===== src/rtl/div_burst_ctrl.sv =====
// Sequencing controller for a 4-bit synchronous counter stage: loads a preset,
// reloads on terminal count to divide clk by N, and counts output pulses per burst.
module div_burst_ctrl #(
  parameter int BURST_W = 8
) (
  input  logic               clk,
  input  logic               RST,
  input  logic               start,
  input  logic               stop,
  input  logic [3:0]         ratio,
  input  logic [BURST_W-1:0] bursts,
  input  logic               cnt_rco,
  output logic               cnt_load_n,
  output logic               cnt_ent,
  output logic [3:0]         cnt_d,
  output logic               pulse_out,
  output logic [BURST_W-1:0] pulse_cnt,
  output logic               busy,
  output logic               done
);

  typedef enum logic [1:0] {
    S_IDLE,
    S_LOAD,
    S_RUN,
    S_DONE
  } state_e;

  state_e             state_q;
  logic [3:0]         ratio_q;
  logic [BURST_W-1:0] bursts_q;
  logic [BURST_W-1:0] pulse_cnt_q;
  logic [BURST_W-1:0] pulse_cnt_d;
  logic               load_q;
  logic               ent_q;
  logic               pulse_q;
  logic               busy_q;
  logic               done_q;
  logic               burst_end;

  assign pulse_cnt_d = pulse_cnt_q + BURST_W'(1);
  assign burst_end   = (bursts_q != '0) && (pulse_cnt_d == bursts_q);

  // Preset is (16 - N) mod 16; a latched ratio of 0 (N = 16) naturally yields 0.
  assign cnt_d = 4'd0 - ratio_q;

  // In RUN the reload must land in the Q == 15 cycle itself, so it cannot wait a clock.
  assign cnt_load_n = ~(load_q | (ent_q & cnt_rco));
  assign cnt_ent    = ent_q;
  assign pulse_out  = pulse_q;
  assign pulse_cnt  = pulse_cnt_q;
  assign busy       = busy_q;
  assign done       = done_q;

  // NOTE: all state is updated with non-blocking assignments in one clocked block,
  // so every register samples the pre-edge values of its neighbours.
  always_ff @(posedge clk or posedge RST) begin
    if (RST) begin
      state_q     <= S_IDLE;
      ratio_q     <= '0;
      bursts_q    <= '0;
      pulse_cnt_q <= '0;
      load_q      <= 1'b0;
      ent_q       <= 1'b0;
      pulse_q     <= 1'b0;
      busy_q      <= 1'b0;
      done_q      <= 1'b0;
    end else begin
      pulse_q <= 1'b0;
      done_q  <= 1'b0;
      case (state_q)
        S_IDLE: begin
          if (start && !stop) begin
            ratio_q     <= ratio;
            bursts_q    <= bursts;
            pulse_cnt_q <= '0;
            load_q      <= 1'b1;
            busy_q      <= 1'b1;
            state_q     <= S_LOAD;
          end
        end
        S_LOAD: begin
          load_q <= 1'b0;
          if (stop) begin
            busy_q  <= 1'b0;
            state_q <= S_IDLE;
          end else begin
            ent_q   <= 1'b1;
            state_q <= S_RUN;
          end
        end
        S_RUN: begin
          if (stop) begin
            // Abort wins over a coincident terminal count: no pulse, no increment.
            ent_q   <= 1'b0;
            busy_q  <= 1'b0;
            state_q <= S_IDLE;
          end else if (cnt_rco) begin
            pulse_q     <= 1'b1;
            pulse_cnt_q <= pulse_cnt_d;
            if (burst_end) begin
              ent_q   <= 1'b0;
              busy_q  <= 1'b0;
              done_q  <= 1'b1;
              state_q <= S_DONE;
            end
          end
        end
        S_DONE: begin
          state_q <= S_IDLE;
        end
        default: begin
          load_q  <= 1'b0;
          ent_q   <= 1'b0;
          busy_q  <= 1'b0;
          state_q <= S_IDLE;
        end
      endcase
    end
  end

endmodule


===== config.mk =====
export PLATFORM = sky130hd
export DESIGN_NAME = div_burst_ctrl
export DESIGN_NICKNAME = d
export VERILOG_FILES = /design/src/rtl/div_burst_ctrl.sv
export SDC_FILE = /design/constraint.sdc
export NUM_CORES = 1
export LEC_CHECK = 0
export ABC_AREA = 0
export CORE_UTILIZATION = 50
export DETAILED_ROUTE_END_ITERATION = 10
export HOLD_SLACK_MARGIN = 0.05
export PLACE_DENSITY_LB_ADDON = 0.08
export SYNTH_ARGS = -nofsm -noshare
export SYNTH_HDL_FRONTEND = slang
export SYNTH_SLANG_ARGS = --single-unit

===== constraint.sdc =====
create_clock -name clk -period 4.62 [get_ports clk]
set_input_delay 0.924 -clock clk [delete_from_list [all_inputs] [get_ports clk]]
set_output_delay 0.924 -clock clk [all_outputs]
set_load 0.01 [all_outputs]

### After elaboration in Yosys (flattened, before gate mapping)

Index checks and enable logic that the tools add are counted.

| operators by class | value |
|---|---|
| $add $sub $neg | 2 |
| $mul | 0 |
| div/mod/pow operators | 0 |
| magnitude comparators | 0 |
| equality and inequality tests | 11 |
| shift-type cells | 0 |
| mux-type cells | 26 |
| bitwise logic cells | 3 |
| reductions and logical operators | 15 |

Operator list:

| kind | number |
|---|---|
| $mux 8 | 3 |
| $pmux 8 s2 | 1 |
| $mux 1 | 13 |
| $mux 2 | 5 |
| $ne 2x2->1 const B | 5 |
| $add 8x1->8 const B | 1 |
| $eq 8x8->1 | 1 |
| $pmux 2 s4 | 1 |
| $reduce_and 4->1 | 2 |
| $reduce_bool 8->1 | 1 |
| $ne 3x3->1 const B | 2 |
| $reduce_bool 2->1 | 3 |
| $reduce_and 5->1 | 1 |
| $eq 2x2->1 const B | 2 |
| $pmux 1 s2 | 2 |
| $reduce_and 2->1 | 2 |
| $sub 1x4->4 const A | 1 |
| $pmux 1 s3 | 1 |
| $reduce_and 3->1 | 1 |
| $reduce_bool 3->1 | 1 |
| $eq 2x1->1 const B | 1 |
| $logic_and 1x1->1 | 2 |
| $logic_not 2->1 | 1 |
| $and 1x1->1 | 1 |
| 3 further kinds | 3 |

| word-level totals | value |
|---|---|
| register bits after elaboration | 27 |
| bits in latches | 0 |
| RAM bits | 0 |
| ROM bits | 0 |
| bits of input ports | 17 |
| logic and storage cells | 66 |
| memories kept | 0 |

### Depth between registers and ports, before layout

| logic depth | value |
|---|---|
| word-level depth | 7 |
| depth in mapped cells | 9 |
| mapped depth without buffers | 8 |

### Worst setup path after synthesis

No wires, ideal clock.

| timing | value |
|---|---|
| path kind | input -> register |
| start point | input port stop |
| end point | register pulse_cnt_q[2] (netlist: pulse_cnt[2]) |
| setup time | 0.121 ns |
| data arrival time | 2.011 ns |
| required time | 4.499 ns |
| path slack | 2.488 ns |
| stages | 6 |
| path through | nor2b_1 -> and2_1 -> o21ai_0 -> clkbuf_1 -> o21ai_0 -> a22o_1 |

| on the way | value |
|---|---|
| word-level cells in the longest chain between the ends | 4 |

RTL lines:

| what | RTL line | source |
|---|---|---|
| start: declaration | 9 | `input logic stop,` |
| $logic_not 1->1 | 73 | `if (start && !stop) begin` |
| $logic_and 1x1->1 | 73 |  |
| $ne 2x2->1 (no source line) | n/a |  |
| $reduce_and 4->1 (no source line) * | n/a |  |
| end signal: assignment | 100 | `pulse_cnt_q <= pulse_cnt_d;` |
| end: declaration | 32 | `logic [BURST_W-1:0] pulse_cnt_q;` |

Mark *: on every way between the ends. The rest lies on a longest branch, timed or not.
A chain may end at the register's enable or synchronous reset.

### Final worst setup path

| timing | value |
|---|---|
| start point | input port cnt_rco |
| end point | output port cnt_load_n |

| on the way | value |
|---|---|
| word-level cells in the longest chain between the ends | 3 |

RTL lines:

| what | RTL line | source |
|---|---|---|
| start: declaration | 12 | `input logic cnt_rco,` |
| $and 1x1->1 | 48 | `assign cnt_load_n = ~(load_q \| (ent_q & cnt_rco));` |
| $or 1x1->1 | 48 |  |
| $not 1->1 | 48 |  |
| end: declaration | 13 | `output logic cnt_load_n,` |

No other way between the ends.

==> metrics.log <==
INFO  metric tritoncts_num_sinks = 27
INFO  metric layout_cells_sized_above_1 = 0.126
INFO  metric worst_setup_hold_path_clk_slew = 0.14 ns
INFO  metric crit_top_cell = clkdlybuf4s50_1
INFO  metric run_status = completed
INFO  metric layout_overhead_on_the_synthesized_area = 25.2%
INFO  metric timing.slew.headroom = 0.329
INFO  metric die-width = 56.9 microns
INFO  metric finalHoldViolations = 0
INFO  metric grt_pass1_vias = 1,156
INFO  metric netlist_area = 1510 sq um
INFO  metric worstSkewPairLatency = 0.31 ns
INFO  metric vias = 1,155
INFO  metric mostFrequentLayoutCell = clkdlybuf4s50_1
INFO  metric drv_slew = 0
INFO  metric avgViaCountPerCell = 5.63
INFO  metric synth-warning-count = 0
INFO  metric io-pin-count = 34
INFO  metric antenna_found_initial = 0
INFO  metric finClkSkew = 0.00232 ns
INFO  metric fin_crit = 2.98 ns
INFO  metric antenna-diode-count = 0
INFO  metric grt_use_total = 0.198
INFO  metric max-vdd-ir-drop = 0.380 mV
INFO  metric multi_input_combinational_cell_area = 776 sq um
INFO  metric syn-num-nets = 164
INFO  metric yosys.area.top_type_share = 0.449
INFO  metric cp_slowest_cell = clkdlybuf4s50_1
INFO  metric cts_root_buf = clkbuf_4
INFO  metric placeableCoreArea = 2810 sq um
INFO  metric synth_largest_area_cell = dfrtp_1
INFO  metric start_util = 0.537
INFO  metric fillers = 236
INFO  metric timing.final.setup_violations = 0
INFO  metric final_nets = 198
INFO  metric wire_per_inst = 13.9 microns
INFO  metric fin_total_pwr = 925 uW
INFO  metric grt_max_degree = 28
INFO  metric part_of_the_yosys_area_used_for_sequential_elements = 0.449
INFO  metric netlist-cell-type-count = 43
INFO  metric cts.htree.levels = 1
INFO  metric kind_of_capture_point_of_the_worst_setup_path = output port
INFO  metric cts_setup_buffers = 0
INFO  metric post_synth.cell_area_avg = 10.7 sq um
INFO  metric first_iter_violations = 31
INFO  metric start_kind = input pin
INFO  metric critPathArrivalTime = 2.05 ns
INFO  metric tritoncts_clock_tree = built
INFO  metric fmaxAchievable = 0.336 GHz
INFO  metric netlist_instances = 141
INFO  metric path_cells = clkdlybuf4s50_1 > a21oi_1 > clkdlybuf4s50_1
INFO  metric place.gp.congestion = 0.835
INFO  metric tightestPinTransition = 1.00 ns
INFO  metric criticalPathCategory = in -> out
INFO  metric critical-path-top-delay-family = buffers and inverters
INFO  metric sequential_cell_area = 676 sq um
INFO  metric layout.cells.most_common_list = 33 x clkdlybuf4s50_1, 27 x dfrtp_1, 13 x mux2_2
INFO  metric route.detailed.drc = 0
INFO  metric dpl.hpwl = 2210 microns
INFO  metric crit_fanout = 3
INFO  metric io_buffer_count = 33
INFO  metric static-leakage-power = 0.000806 uW
INFO  metric timing.final.crit_share = 0.645
INFO  metric required = 3.70 ns
INFO  metric worst_case_clock_buffer_depth = 2
INFO  metric cts_inserted_buffers = 3
INFO  metric synth_top_cells_by_area = dfrtp_1 45%, mux2_2 9.7%, ha_1 5.0%
INFO  metric setup_total_negative_slack = 0 ns
INFO  metric yosys_register_bits = 27
INFO  metric slowest_delay = 0.55 ns
INFO  metric grt_pass1_wl = 5060 microns
INFO  metric row_count = 19
INFO  metric cts.hold.buffers_added = 0
INFO  metric timing.hold.ws = 0.535 ns
INFO  metric dieHeight = 56.9 microns
INFO  metric cp_num_buf_inv = 2
INFO  metric globalRouteOverflowTotal = 0
INFO  metric ant_nets = 0
INFO  metric detailedRoute.firstPassIterationCount = 4
INFO  metric cts_repair_resize_count = 0
INFO  metric hold_class = reg -> reg
INFO  metric design.die.area = 3230 sq um
INFO  metric rsz0062_at_grt = false
INFO  metric power-per-cell-area = 491 nW/um^2
INFO  metric timing.max_cap.violations = 0
INFO  metric drt-total-wl = 2850 microns
==> where the power goes <==
part	switching (uW)	internal (uW)
clock	65.8	33.7
combinational	200	250
sequential	66.3	310
==> logic make-up (layout without fill, tap and decap cells) <==
| kind of cell | count (synthesis) | after routing | synth area share |
|---|---|---|---|
| flip-flops | 27 | 27 | 0.449 |
| XOR/XNOR | 11 | 11 | 0.0640 |
| AND/OR/NAND/NOR | 39 | 39 | 0.151 |
| adder cells (fa/ha/maj) | 6 | 6 | 0.0499 |
| buffers and inverters | 13 | 46 | 0.0357 |
| AO/OA/AOI/OAI | 31 | 31 | 0.146 |
| multiplexers | 14 | 14 | 0.104 |
==> layer usage <==
layer	up-vias	GRT usage	part of all wire
met3	4	0.0276	0.038
met1	558	0.247	0.45
met5	-	0	0
met2	26	0.352	0.51
met4	0	0.0592	0.0081
li1	567	-	-
==> sequential cells by signal (all words and copies together), names as in the netlist <==
name and cells:
ratio_q 4, pulse_cnt 8, load_q 1, bursts_q 8, state_q 2, done 1, cnt_ent 1, pulse_out 1
busy 1
==> final cells by class <==
cell class,instances,area share
clock buffer,4,0.0139
inverter,8,0.0159
multi-input combinational,101,0.412
sequential,27,0.359
tap,31,0.0206
timing repair buffer,34,0.179
==> worst min-delay path: cells and delay by family, from the launching register on <==
family | cells | cell delay [ns]
multiplexers | 1 | 0.05
buffers and inverters | 1 | 0.05
flip-flops | 1 | 0.41
==> cells in the mapped netlist (all sizes together) <==
library cell and n:
a211oi 2, ha 6, o21ba 1, nand2b 1, xor2 3, nor4 2, a22o 4, a32o 1
a2111o 1, nand2 8, xnor2 8, o22a 1, nor2 5, and3 1, nand3b 2, nor3b 1
buf 3, a21oi 3, and2 1, clkbuf 2, o21ai 9, nor3 3, dfrtp 27, a31oi 1
o31ai 2, and4 1, or2 1, nor2b 4, or2b 1, a21o 4, mux2i 1, nand3 5
a21boi 1, nand4 1, or3 2, mux2 13, inv 8, o22ai 1
==> stage by stage <==
| stage | worst slack [ns] | area, sq um | cells | utilization |
|---|---|---|---|---|
| floorplan | 2.49 | 1510 | 141 | - |
| global placement | 1.65 | 1860 | 201 | 0.662 |
| detailed placement | 1.64 | 1860 | 201 | 0.662 |
| CTS | 1.64 | 1880 | 205 | 0.672 |
| global route | 1.62 | 1880 | 205 | 0.672 |
| finish | 1.64 | 1880 | 205 | 0.672 |
==> final timing paths <==
path / end / startpoint / slack (ns) / cells after the start
min in group asynchronous: busy$_DFFE_PP0P_ / RST / 1.14 / 2
max in group asynchronous: pulse_out$_DFF_PP0_ / RST / 2.88 / 2
worst max-delay path: cnt_load_n / cnt_rco / 1.64 / 3
worst min-delay path: busy$_DFFE_PP0P_ / busy$_DFFE_PP0P_ / 0.53 / 2
worst max register to register: state_q[1]$_DFFE_PP0P_ / pulse_cnt[0]$_DFFE_PP0P_ / 2.30 / 7
worst min register to register: busy$_DFFE_PP0P_ / busy$_DFFE_PP0P_ / 0.53 / 2
Note: power is estimated with default switching activity, not from simulation.
